[src/rtl/touch_tap_pkg.sv]
// Shared types and constants for the touch_tap input conditioner.
package touch_tap_pkg;

  typedef enum logic [1:0] {
    StIdle,
    StPressChk,
    StHeld,
    StReleaseChk
  } tap_state_t;

  localparam int unsigned SYNC_STAGES = 2;

endpackage

[src/rtl/touch_tap_ch.sv]
// One touch channel: synchroniser, debounce FSM, press/release/long-press pulses.
module touch_tap_ch
  import touch_tap_pkg::*;
#(
  parameter int unsigned DEBOUNCE_CYC = 16,
  parameter int unsigned LONG_CYC     = 1024,
  parameter int unsigned CNT_W        = $clog2(LONG_CYC + 1)
) (
  input  logic clk,
  input  logic rst_n,
  input  logic touch_in,
  input  logic enable,
  output logic touch_out,
  output logic press_pulse,
  output logic release_pulse,
  output logic long_pulse
);

  localparam logic [CNT_W-1:0] DebMax  = CNT_W'(DEBOUNCE_CYC);
  localparam logic [CNT_W-1:0] LongMax = CNT_W'(LONG_CYC);
  localparam logic [CNT_W-1:0] CntOne  = CNT_W'(1);
  localparam bit               DebOne  = (DEBOUNCE_CYC == 1);

  logic [SYNC_STAGES-1:0] sync_q;
  logic                   s2;
  tap_state_t             state_q, state_d;
  logic [CNT_W-1:0]       cnt_q, cnt_d, cnt_inc;
  logic                   long_done_q, long_done_d;
  logic                   touch_d, press_d, release_d, long_d;

  assign s2      = sync_q[SYNC_STAGES-1];
  assign cnt_inc = cnt_q + CntOne;

  always_comb begin
    state_d     = state_q;
    cnt_d       = cnt_q;
    long_done_d = long_done_q;
    press_d     = 1'b0;
    release_d   = 1'b0;
    long_d      = 1'b0;
    if (!enable) begin
      state_d     = StIdle;
      cnt_d       = '0;
      long_done_d = 1'b0;
    end else begin
      unique case (state_q)
        StIdle: begin
          if (s2) begin
            // A single-cycle debounce accepts the level on its first sighting.
            if (DebOne) begin
              state_d = StHeld;
              cnt_d   = '0;
              press_d = 1'b1;
            end else begin
              state_d = StPressChk;
              cnt_d   = CntOne;
            end
          end
        end
        StPressChk: begin
          if (!s2) begin
            state_d = StIdle;
            cnt_d   = '0;
          end else if (cnt_inc == DebMax) begin
            state_d = StHeld;
            cnt_d   = '0;
            press_d = 1'b1;
          end else begin
            cnt_d = cnt_inc;
          end
        end
        StHeld: begin
          if (!s2) begin
            if (DebOne) begin
              state_d     = StIdle;
              cnt_d       = '0;
              release_d   = 1'b1;
              long_done_d = 1'b0;
            end else begin
              state_d = StReleaseChk;
              cnt_d   = CntOne;
            end
          end else if (cnt_q != LongMax) begin
            cnt_d = cnt_inc;
            if (cnt_inc == LongMax && !long_done_q) begin
              long_d      = 1'b1;
              long_done_d = 1'b1;
            end
          end
        end
        StReleaseChk: begin
          if (s2) begin
            // Bounce back to held: a completed long press stays saturated.
            state_d = StHeld;
            cnt_d   = long_done_q ? LongMax : '0;
          end else if (cnt_inc == DebMax) begin
            state_d     = StIdle;
            cnt_d       = '0;
            release_d   = 1'b1;
            long_done_d = 1'b0;
          end else begin
            cnt_d = cnt_inc;
          end
        end
        default: begin
          state_d = StIdle;
          cnt_d   = '0;
        end
      endcase
    end
    touch_d = (state_d == StHeld) || (state_d == StReleaseChk);
  end

  always_ff @(posedge clk or negedge rst_n) begin
    if (!rst_n) begin
      sync_q        <= '0;
      state_q       <= StIdle;
      cnt_q         <= '0;
      long_done_q   <= 1'b0;
      touch_out     <= 1'b0;
      press_pulse   <= 1'b0;
      release_pulse <= 1'b0;
      long_pulse    <= 1'b0;
    end else begin
      sync_q        <= {sync_q[SYNC_STAGES-2:0], touch_in};
      state_q       <= state_d;
      cnt_q         <= cnt_d;
      long_done_q   <= long_done_d;
      touch_out     <= touch_d;
      press_pulse   <= press_d;
      release_pulse <= release_d;
      long_pulse    <= long_d;
    end
  end

endmodule

[src/rtl/touch_tap.sv]
// Multi-channel touch/button conditioner: N_CH independent debounced channels.
module touch_tap
  import touch_tap_pkg::*;
#(
  parameter int unsigned N_CH         = 4,
  parameter int unsigned DEBOUNCE_CYC = 16,
  parameter int unsigned LONG_CYC     = 1024,
  parameter int unsigned CNT_W        = $clog2(LONG_CYC + 1)
) (
  input  logic            clk,
  input  logic            rst_n,
  input  logic [N_CH-1:0] touch_in,
  input  logic [N_CH-1:0] enable,
  output logic [N_CH-1:0] touch_out,
  output logic [N_CH-1:0] press_pulse,
  output logic [N_CH-1:0] release_pulse,
  output logic [N_CH-1:0] long_pulse
);

  for (genvar g = 0; g < N_CH; g++) begin : g_ch
    touch_tap_ch #(
      .DEBOUNCE_CYC(DEBOUNCE_CYC),
      .LONG_CYC    (LONG_CYC),
      .CNT_W       (CNT_W)
    ) u_ch (
      .clk          (clk),
      .rst_n        (rst_n),
      .touch_in     (touch_in[g]),
      .enable       (enable[g]),
      .touch_out    (touch_out[g]),
      .press_pulse  (press_pulse[g]),
      .release_pulse(release_pulse[g]),
      .long_pulse   (long_pulse[g])
    );
  end

endmodule

[config.mk]
export PLATFORM = sky130hd
export DESIGN_NAME = touch_tap
export DESIGN_NICKNAME = d
export VERILOG_FILES = /design/src/rtl/touch_tap_pkg.sv /design/src/rtl/touch_tap_ch.sv /design/src/rtl/touch_tap.sv
export SDC_FILE = /design/constraint.sdc
export NUM_CORES = 1
export LEC_CHECK = 0
export CAP_MARGIN = 20
export CORE_MARGIN = 2
export CORE_UTILIZATION = 30
export DETAILED_ROUTE_END_ITERATION = 6
export HOLD_SLACK_MARGIN = 0.05
export SYNTH_ARGS = -nofsm -noshare
export SYNTH_HDL_FRONTEND = slang
export SYNTH_SLANG_ARGS = --single-unit
[constraint.sdc]
create_clock -name clk -period 6.1 [get_ports clk]
set_input_delay 1.22 -clock clk [delete_from_list [all_inputs] [get_ports clk]]
set_output_delay 1.22 -clock clk [all_outputs]
set_load 0.1 [all_outputs]
After elaboration in Yosys (flattened, before gate mapping)
Index checks and enable logic that the tools add are counted.

Bits of input ports: 10. Output and inout bits: 16. Register bits after elaboration: 80.

$add $sub $neg: 4. Equality and inequality tests: 64. Reduce and logical (&&, ||, !) cells: 24. Mux-type cells: 144.

Operators with widths (number): 11-bit two-way mux (32); 11-bit case mux with 4 select lines (4); 1-bit two-way mux (72); 3-bit by 2-bit inequality test with 1-bit output, second input constant (20); 2-bit two-way mux (28); 11-bit by 1-bit adder with 11-bit output, second input constant (4); 11-bit equality test, second input constant (4); 11-bit by 5-bit equality test with 1-bit output, second input constant (4); 11-bit inequality test, second input constant (4); 2-bit equality test, second input constant (16); 2-bit case mux with 4 select lines (4); 6-bit AND reduction (4); 4-bit inequality test, second input constant (4); 3-bit by 1-bit inequality test with 1-bit output, second input constant (4); 3-bit inequality test, second input constant (4); 2-bit by 1-bit equality test with 1-bit output, second input constant (4); 2-bit logical NOT (4); 1-bit case mux with 2 select lines (4); 2-bit AND reduction (4); 1-bit logical AND (4); 1-bit logical NOT (4); 1-bit logical OR (4).

Longest topological paths before layout
Gate-level depths: netlist of the first run.

Depth after elaboration: 8. Mapped depth: 10.

Hierarchy
From an unflattened synthesis of the first run, not the netlist that was laid out.

Cells, all modules: 622. Area total of the unflattened synthesis: 5476.5 um^2.

By module, submodules not included: touch_tap_ch at g_ch[0].u_ch ... (cells each 157, times used 2, area an instance 1345.0 um^2); touch_tap_ch at g_ch[3].u_ch (cells each 155, times used 1, area an instance 1417.6 um^2); touch_tap_ch at g_ch[2].u_ch (cells each 153, times used 1, area an instance 1368.8 um^2).

Worst setup path after synthesis of the first run
No wires, ideal clock.

Path kind: input -> register. From: input port enable[0]. To: register g_ch[0].u_ch.cnt_q[4]. Stages on the path: 6. Setup slack: 3523 ps. Arrival time: 2495 ps. Path through: clkbuf_1 > or4b_1 > a21oi_1 > buf_2 > a41oi_1 > a31oi_1.

Longest elaborated chain between the ends: 2. Elaborated cells between the ends (all ways): 4. Those cells by class: 2 x eq/ne; 1 x mux; 1 x reduce/logical.

Ends and longest elaborated chain: start, declared (RTL line touch_tap.sv:13) `input logic [N_CH-1:0] enable,`; 4-bit inequality test (no source line) / 3-bit by 2-bit inequality test with 1-bit output (equally long branches); 2-bit AND reduction (no source line); end signal, assigned (RTL line touch_tap_ch.sv:127) `cnt_q <= cnt_d;`; end, declared (RTL line touch_tap_ch.sv:27) `logic [CNT_W-1:0] cnt_q, cnt_d, cnt_inc;`.

Parallel ways exist; a longest one is shown, timed or not. A chain may end at the register's enable or synchronous reset.

Worst setup path in the final report of the first run
From: register g_ch[0].u_ch.cnt_q[0]. To: register g_ch[0].u_ch.cnt_q[7].

Longest elaborated chain between the ends: 6. Elaborated cells between the ends (all ways): 12. Those cells by class: 1 x add/sub; 3 x eq/ne; 7 x mux; 1 x reduce/logical.

Ends and longest elaborated chain: 11-bit by 1-bit adder with 11-bit output (RTL line touch_tap_ch.sv:32) `assign cnt_inc = cnt_q + CntOne;`; 11-bit by 5-bit equality test with 1-bit output (RTL line touch_tap_ch.sv:64, touch_tap_ch.sv:96); 11-bit two-way mux (RTL line touch_tap_ch.sv:64, touch_tap_ch.sv:96); 11-bit two-way mux (on tied branches) (RTL line touch_tap_ch.sv:92, touch_tap_ch.sv:61); 11-bit case mux with 4 select lines (RTL line touch_tap_ch.sv:46) `unique case (state_q)`; 11-bit two-way mux (RTL line touch_tap_ch.sv:41) `if (!enable) begin`.

Parallel ways exist; a longest one is shown, timed or not. The select of a mux whose other input is x is not followed.

==> out/summary.txt, run 1 <==
Crit-path slowest cell = dfrtp_1
most frequent cell after synthesis = dfrtp_1
root buf cell = clkbuf_16
Place WS = 2670 ps
Compound-Gate Fraction of Synth Area = 18.4%
Vert. Die Dim = 135 um
critical-path maximum fanout = 11
Layout Area Growth over Synthesis = 10.4%
Core ar. = 16700 um^2
crit path cell chain = ha_1, nand3_1, nor3_1, a2bb2oi_1, nor4b_2, a21oi_1, and3_1, a211o_1
Routed WL per cell = 14.0 um
Post-Syn Area = 5150 um^2
Crit Path Category = flip-flop to flip-flop
Layout Nets = 610
Starting DRT DRC Count = 323
drt first pass iters = 4
Post-DP HPWL = 7970 um
share of layout cells above drive strength 1 = 5.90%
I/O Buffers = 25
Post-synth ARST share = 100%
post-route ant nets = 0
die width = 135 um
Reg area = 2000 um^2
maximum VDD drop = 0.134 mV
Final Hold Vio Count = 0
post-synthesis cell type count = 74
Overflow after GRT = 0
most common library cells after synthesis = dfrtp_1 (80), nand2_1 (69), nor2_1 (44)
Max clock buf depth = 2
H-tree levels = 3
CP Capture Type = flip-flop
Max Freq = 322 MHz
post-route cell area = 5690 um^2
num rows = 47
fin crit period = 3110 ps
Critical Path Max Stage Delay = 510 ps
Pwr Total = 1.14 mW
Pwr Density = 200 nW/um^2
Tcrit/Tclk final = 50.9%
Seq cells post-synth = 80
gr usage total = 13.0%
routability-driven placement congestion ratio = 0.876
final-layout fill cell count = 1718
Synth Flop Type = dfrtp_1
CP bufs+invs = 0
largest family of logic cells by synthesized area = simple AND/OR/NAND/NOR gates
CTS tree = built
Post-Synthesis Cells = 600
top cell type's share of synthesized area = 38.9%
Worst EP arrival = 3340 ps
footprint of the multi-input gates = 2760 um^2
register area share after synthesis = 38.9%
clk slew on worst S/H paths = 60 ps
Post-CTS Setup Repair Bufs = 0
first-pass GRT wire length = 19400 um
worst hold-check path type = flip-flop to flip-flop
Area contributors post-synth = dfrtp_1 (39%), nand2_1 (5.0%), nand3_1 (3.4%), nor2_1 (3.2%), ha_1 (2.9%)
vias after detailed routing = 4286
Synth warnings = 0
CTS sink count = 80
status = complete, no violations
largest net degree at the start of global routing = 63
Startpoint Class = flip-flop
vias in the first global route = 4038
DP Area = 5410 um^2
# diodes = 0
Adder-Cell Fraction of Synth Area = 2.91%
WP data required = 6330 ps
cts hold-fix bufs = 0
RSZ-0062 raised after global routing = false
Die Area = 18200 um^2
Final Skew = 5.29 ps
Via density = 5.27
Avg Inst Size Synth = 8.59 um^2
CTS Buf Count = 9
antenna violations before repair = 0
Clock Latency Late Sink = 340 ps
final setup fails = 0
Initial Util = 30.9%
net count after synthesis = 622
Leak Pwr = 2.37 nW
Setup TNS Final = 0 ps
Post-Synth Simple-Gate Area = 27.5%
cell class contributing the biggest share of worst-path delay = simple AND/OR/NAND/NOR gates
Worst Max-Slew Pin Slew = 1050 ps
final slew viol count = 0
CTS-repair resized insts = 0
XOR/XNOR share of the synthesized area = 3.06%
post-synthesis mux area share = 1.77%
PnR worst setup slack = 2990 ps
DR DRC count = 0
max cap viols = 0
I/O pin cnt = 26
Post-synth EDFFs = 0
routed wire length = 11400 um
cell taking the most area after synthesis = dfrtp_1
Slew headroom = 29.4%
[layout by cell type, fill, tap and decap left out, types with 8 or more instances in the layout]
cell type / count
o21ai_0: 25
nor3b_1: 9
xor2_1: 12
clkdlybuf4s50_1: 24
nand2_1: 69
inv_1: 30
and2_1: 12
ha_1: 12
clkbuf_16: 9
nand3_1: 35
nor2_1: 44
a31oi_1: 15
and3_1: 13
nor3_1: 29
dfrtp_1: 80
a21oi_1: 25
mux2i_1: 8
[flip-flops by register name, indices dropped and copies added (netlist names)]
| register | cells |
|---|---|
| g_ch.u_ch.touch_out | 4 |
| g_ch.u_ch.state_q | 8 |
| g_ch.u_ch.long_done_q | 4 |
| g_ch.u_ch.release_pulse | 4 |
| g_ch.u_ch.press_pulse | 4 |
| g_ch.u_ch.sync_q | 8 |
| g_ch.u_ch.cnt_q | 44 |
| g_ch.u_ch.long_pulse | 4 |
[worst reg2reg max path: stages, from the launching register on]
cell and delay, ps:
dfrtp_1 510, ha_1 300, nand3_1 250, nor3_1 360
a2bb2oi_1 160, nor4b_2 500, a21oi_1 370, and3_1 280
a211o_1 250
[per-stage QoR]
step / hold slack [ps] / instances / utilization, %
global placement: 334 / 797 / 32.4
CTS: 350 / 813 / 34.1
global route: 353 / 813 / 34.1
detailed placement: 336 / 797 / 32.4
finish: 350 / 813 / 34.1
floorplan: 331 / 600 / -
[cell families (layout without fill, tap and decap cells)]
| logic type | Yosys count | after routing |
|---|---|---|
| AOI/OAI and AO/OA | 133 | 133 |
| xor gates and xnor gates | 18 | 18 |
| adders and majority gates | 12 | 12 |
| buffers and inverters | 80 | 73 |
| DFF | 80 | 80 |
| muxes | 9 | 9 |
| and+or+nand+nor | 268 | 268 |
[power by group]
part           leakage [nW]  total (mW)  switching [mW]  internal (mW)
Clock                 0.133       0.513           0.225          0.288
Combinational          1.15      0.0674          0.0430         0.0245
Sequential             1.09       0.558          0.0188          0.539
Total                  2.37        1.14           0.287          0.851
[routing by layer]
metal  track usage, %  up-vias  part of all wire [%]
met4             5.21        0                   1.8
met3             2.67       14                   3.7
li1                 -     2109                     -
met5                0        -                     0
met2             20.9       92                    46
met1             17.2     2071                    48
[cell type report]
cell class	count	share of cell area, %
clock inverter	4	0.528
sequential	80	35.2
clock buffer	12	4.33
inverter	31	2.05
multi-input combinational	440	48.6
timing repair buffer	26	4.49
tap	220	4.84
[path summary, 6_finish.rpt]
| kind | depth (start not counted) | start | to | slack, ps |
|---|---|---|---|---|
| setup reg to reg | 8 | g_ch[0].u_ch.cnt_q[0] | g_ch[0].u_ch.cnt_q[7] | 2990 |
| setup / recovery | 8 | g_ch[0].u_ch.cnt_q[0] | g_ch[0].u_ch.cnt_q[7] | 2990 |
| min in group asynchronous | 1 | rst_n | g_ch[3].u_ch.state_q[0] | 750 |
| max in group asynchronous | 2 | rst_n | g_ch[2].u_ch.cnt_q[4] | 4300 |
| hold reg to reg | 0 | g_ch[1].u_ch.sync_q[0] | g_ch[1].u_ch.sync_q[1] | 350 |
| hold / removal | 0 | g_ch[1].u_ch.sync_q[0] | g_ch[1].u_ch.sync_q[1] | 350 |
No activity file was read; power rests on OpenSTA's default activity.
==> inputs of run 2 (changes only) <==
Clock period 6.1 ns to 2.85 ns, I/O delays scaled along.
==> run 2 against run 1 <==
Count of clock-buffer cells in the layout is 2 lower. Non-clock buffer count grew 15. Routed wire length up 1.7%. Worst hold slack got worse by 160 ps. Fmax up 16%. Critical path type unchanged. Power rose by 130%.
==> out/summary.txt, run 2 (synthesis results as in run 1) <==
CTS sink count = 80
Via density = 5.25
CTS tree = built
drt first pass iters = 5
Overflow after GRT = 0
Max clock buf depth = 2
share of layout cells above drive strength 1 = 10.9%
Clock power frac = 49.2%
Internal Pwr Total = 2.06 mW
PnR worst setup slack = 169 ps
Starting DRT DRC Count = 418
Layout Nets = 625
Setup TNS Final = 0 ps
maximum VDD drop = 0.290 mV
die width = 135 um
RSZ-0062 raised after global routing = false
vias after detailed routing = 4334
Initial Util = 30.9%
Final Non-Filler Cells = 826
Worst EP arrival = 2900 ps
routability-driven placement congestion ratio = 0.846
antenna violations before repair = 0
largest registers = g_ch.u_ch.cnt_q x44, g_ch.u_ch.state_q x8, g_ch.u_ch.sync_q x8
Worst Max-Slew Pin Slew = 522 ps
first-pass GRT wire length = 19800 um
# diodes = 0
commonest non-fill, non-tap cells in the layout = dfrtp_1 (80), nand2_1 (69), nor2_1 (44)
Startpoint Class = flip-flop
gr usage total = 13.3%
DR DRC count = 0
Vert. Die Dim = 135 um
Final Hold Vio Count = 0
worst hold-check path type = input pin to async pin
Place WS = 191 ps
Routed WL per cell = 14.0 um
Layout Area Growth over Synthesis = 13.0%
cts hold-fix bufs = 0
root buf cell = clkbuf_16
final setup fails = 0
Psw = 603 uW
status = complete, no violations
Post-DP HPWL = 8140 um
largest net degree at the start of global routing = 45
Switching Fraction = 22.6%
clk slew on worst S/H paths = 60 ps
commonest non-fill, non-tap cell in the layout = dfrtp_1
Clock Latency Late Sink = 350 ps
Fin Hold WS = 195 ps
I/O Buffers = 25
I/O pin cnt = 26
CP Capture Type = flip-flop
Crit Path Category = flip-flop to flip-flop
flop2flop setup slack = 170 ps
reg2reg path depth = 9
placed cells = 812
routed wire length = 11600 um
fin crit period = 2680 ps
Final Skew = 6.17 ps
Pwr Density = 458 nW/um^2
Reg-to-Reg End = g_ch[2].u_ch.cnt_q[7]
max cap viols = 0
Tcrit/Tclk final = 94.1%
vias in the first global route = 4132
num rows = 47
final slew viol count = 0
critical-path maximum fanout = 11
Core ar. = 16700 um^2
Max Freq = 373 MHz
Comb power frac = 6.3%
max reg flops = 44
sequential fraction of design power = 44.5%
H-tree levels = 3
Leak Pwr = 2.51 nW
Slew headroom = 64.8%
largest register by flop count = g_ch.u_ch.cnt_q
Die Area = 18200 um^2
worst reg2reg path startpoint = g_ch[2].u_ch.cnt_q[0]
WP data required = 3060 ps
post-route ant nets = 0
Util after Layout = 34.9%
CTS Buf Count = 9
-- run 2: cell types whose count changed in the layout (fill, tap and decap cells not counted), sizes merged --
cell / change
clkinvlp: -1
buf: +31
clkdlybuf4s50: -16
bufinv: +3
clkinv: -2
clkbuf: -2
-- run 2: critical path, stage by stage (launching register included) --
cell and delay (ps):
dfrtp_1 440, ha_1 210, and2_2 200, nand4_4 140
or4_4 620, a211oi_2 360, o21ai_1 150, buf_4 200
a31oi_1 180, a31oi_1 60
-- run 2: final cells by class --
class / count / area [um^2]
fillers: 1736 / 10900
clock buffers: 10 / 229
well taps: 220 / 275
flip-flops and latches: 80 / 2000
repair buffers: 41 / 340
inverters: 31 / 116
clock inverters: 4 / 95.1
multi-input cells: 440 / 2770
-- run 2: worst max-delay path by stage --
stage / from / to / slack, ps / depth (start not counted)
global route: g_ch[2].u_ch.cnt_q[0] / g_ch[2].u_ch.cnt_q[7] / 2 / 9
global placement: g_ch[3].u_ch.cnt_q[1] / g_ch[3].u_ch.cnt_q[3] / 250 / 8
detailed placement: g_ch[3].u_ch.cnt_q[1] / g_ch[3].u_ch.cnt_q[3] / 190 / 8
floorplan: g_ch[3].u_ch.cnt_q[0] / g_ch[3].u_ch.cnt_q[3] / 290 / 9
finish: g_ch[2].u_ch.cnt_q[0] / g_ch[2].u_ch.cnt_q[7] / 170 / 9
CTS: g_ch[3].u_ch.cnt_q[1] / g_ch[3].u_ch.cnt_q[3] / 160 / 8
-- run 2: power by group through the flow --
stage / clock (mW) / combinational [mW] / sequential (mW)
after detailed placement: 0 / 0.170 / 1.21
after floorplan: 0 / 0.101 / 1.19
final: 1.31 / 0.168 / 1.19
after global routing: 1.37 / 0.192 / 1.19
after global placement: 0 / 0.165 / 1.20
after CTS: 1.34 / 0.171 / 1.18
-- run 2: stage by stage --
step | area (um^2) | total power, mW
6_report | 5820 | 2.67
5_1_grt | 5820 | 2.76
3_5_place_dp | 5500 | 1.38
3_3_place_gp | 5500 | 1.37
4_1_cts | 5820 | 2.70
2_1_floorplan | 5150 | 1.29
-- run 2: repair_timing --
action | CTS | global route
setup buffers | 0 | 0
gates resized for setup | 0 | 2
endpoints found under the setup margin | 0 | 2
-- run 2: per-layer routing --
metal,share of wire [%],GRT usage [%],up-vias
li1,-,-,2136
met1,47,17.5,2067
met2,47,20.6,113
met3,4.7,3.72,18
met4,1.8,5.03,0
met5,0,0,-
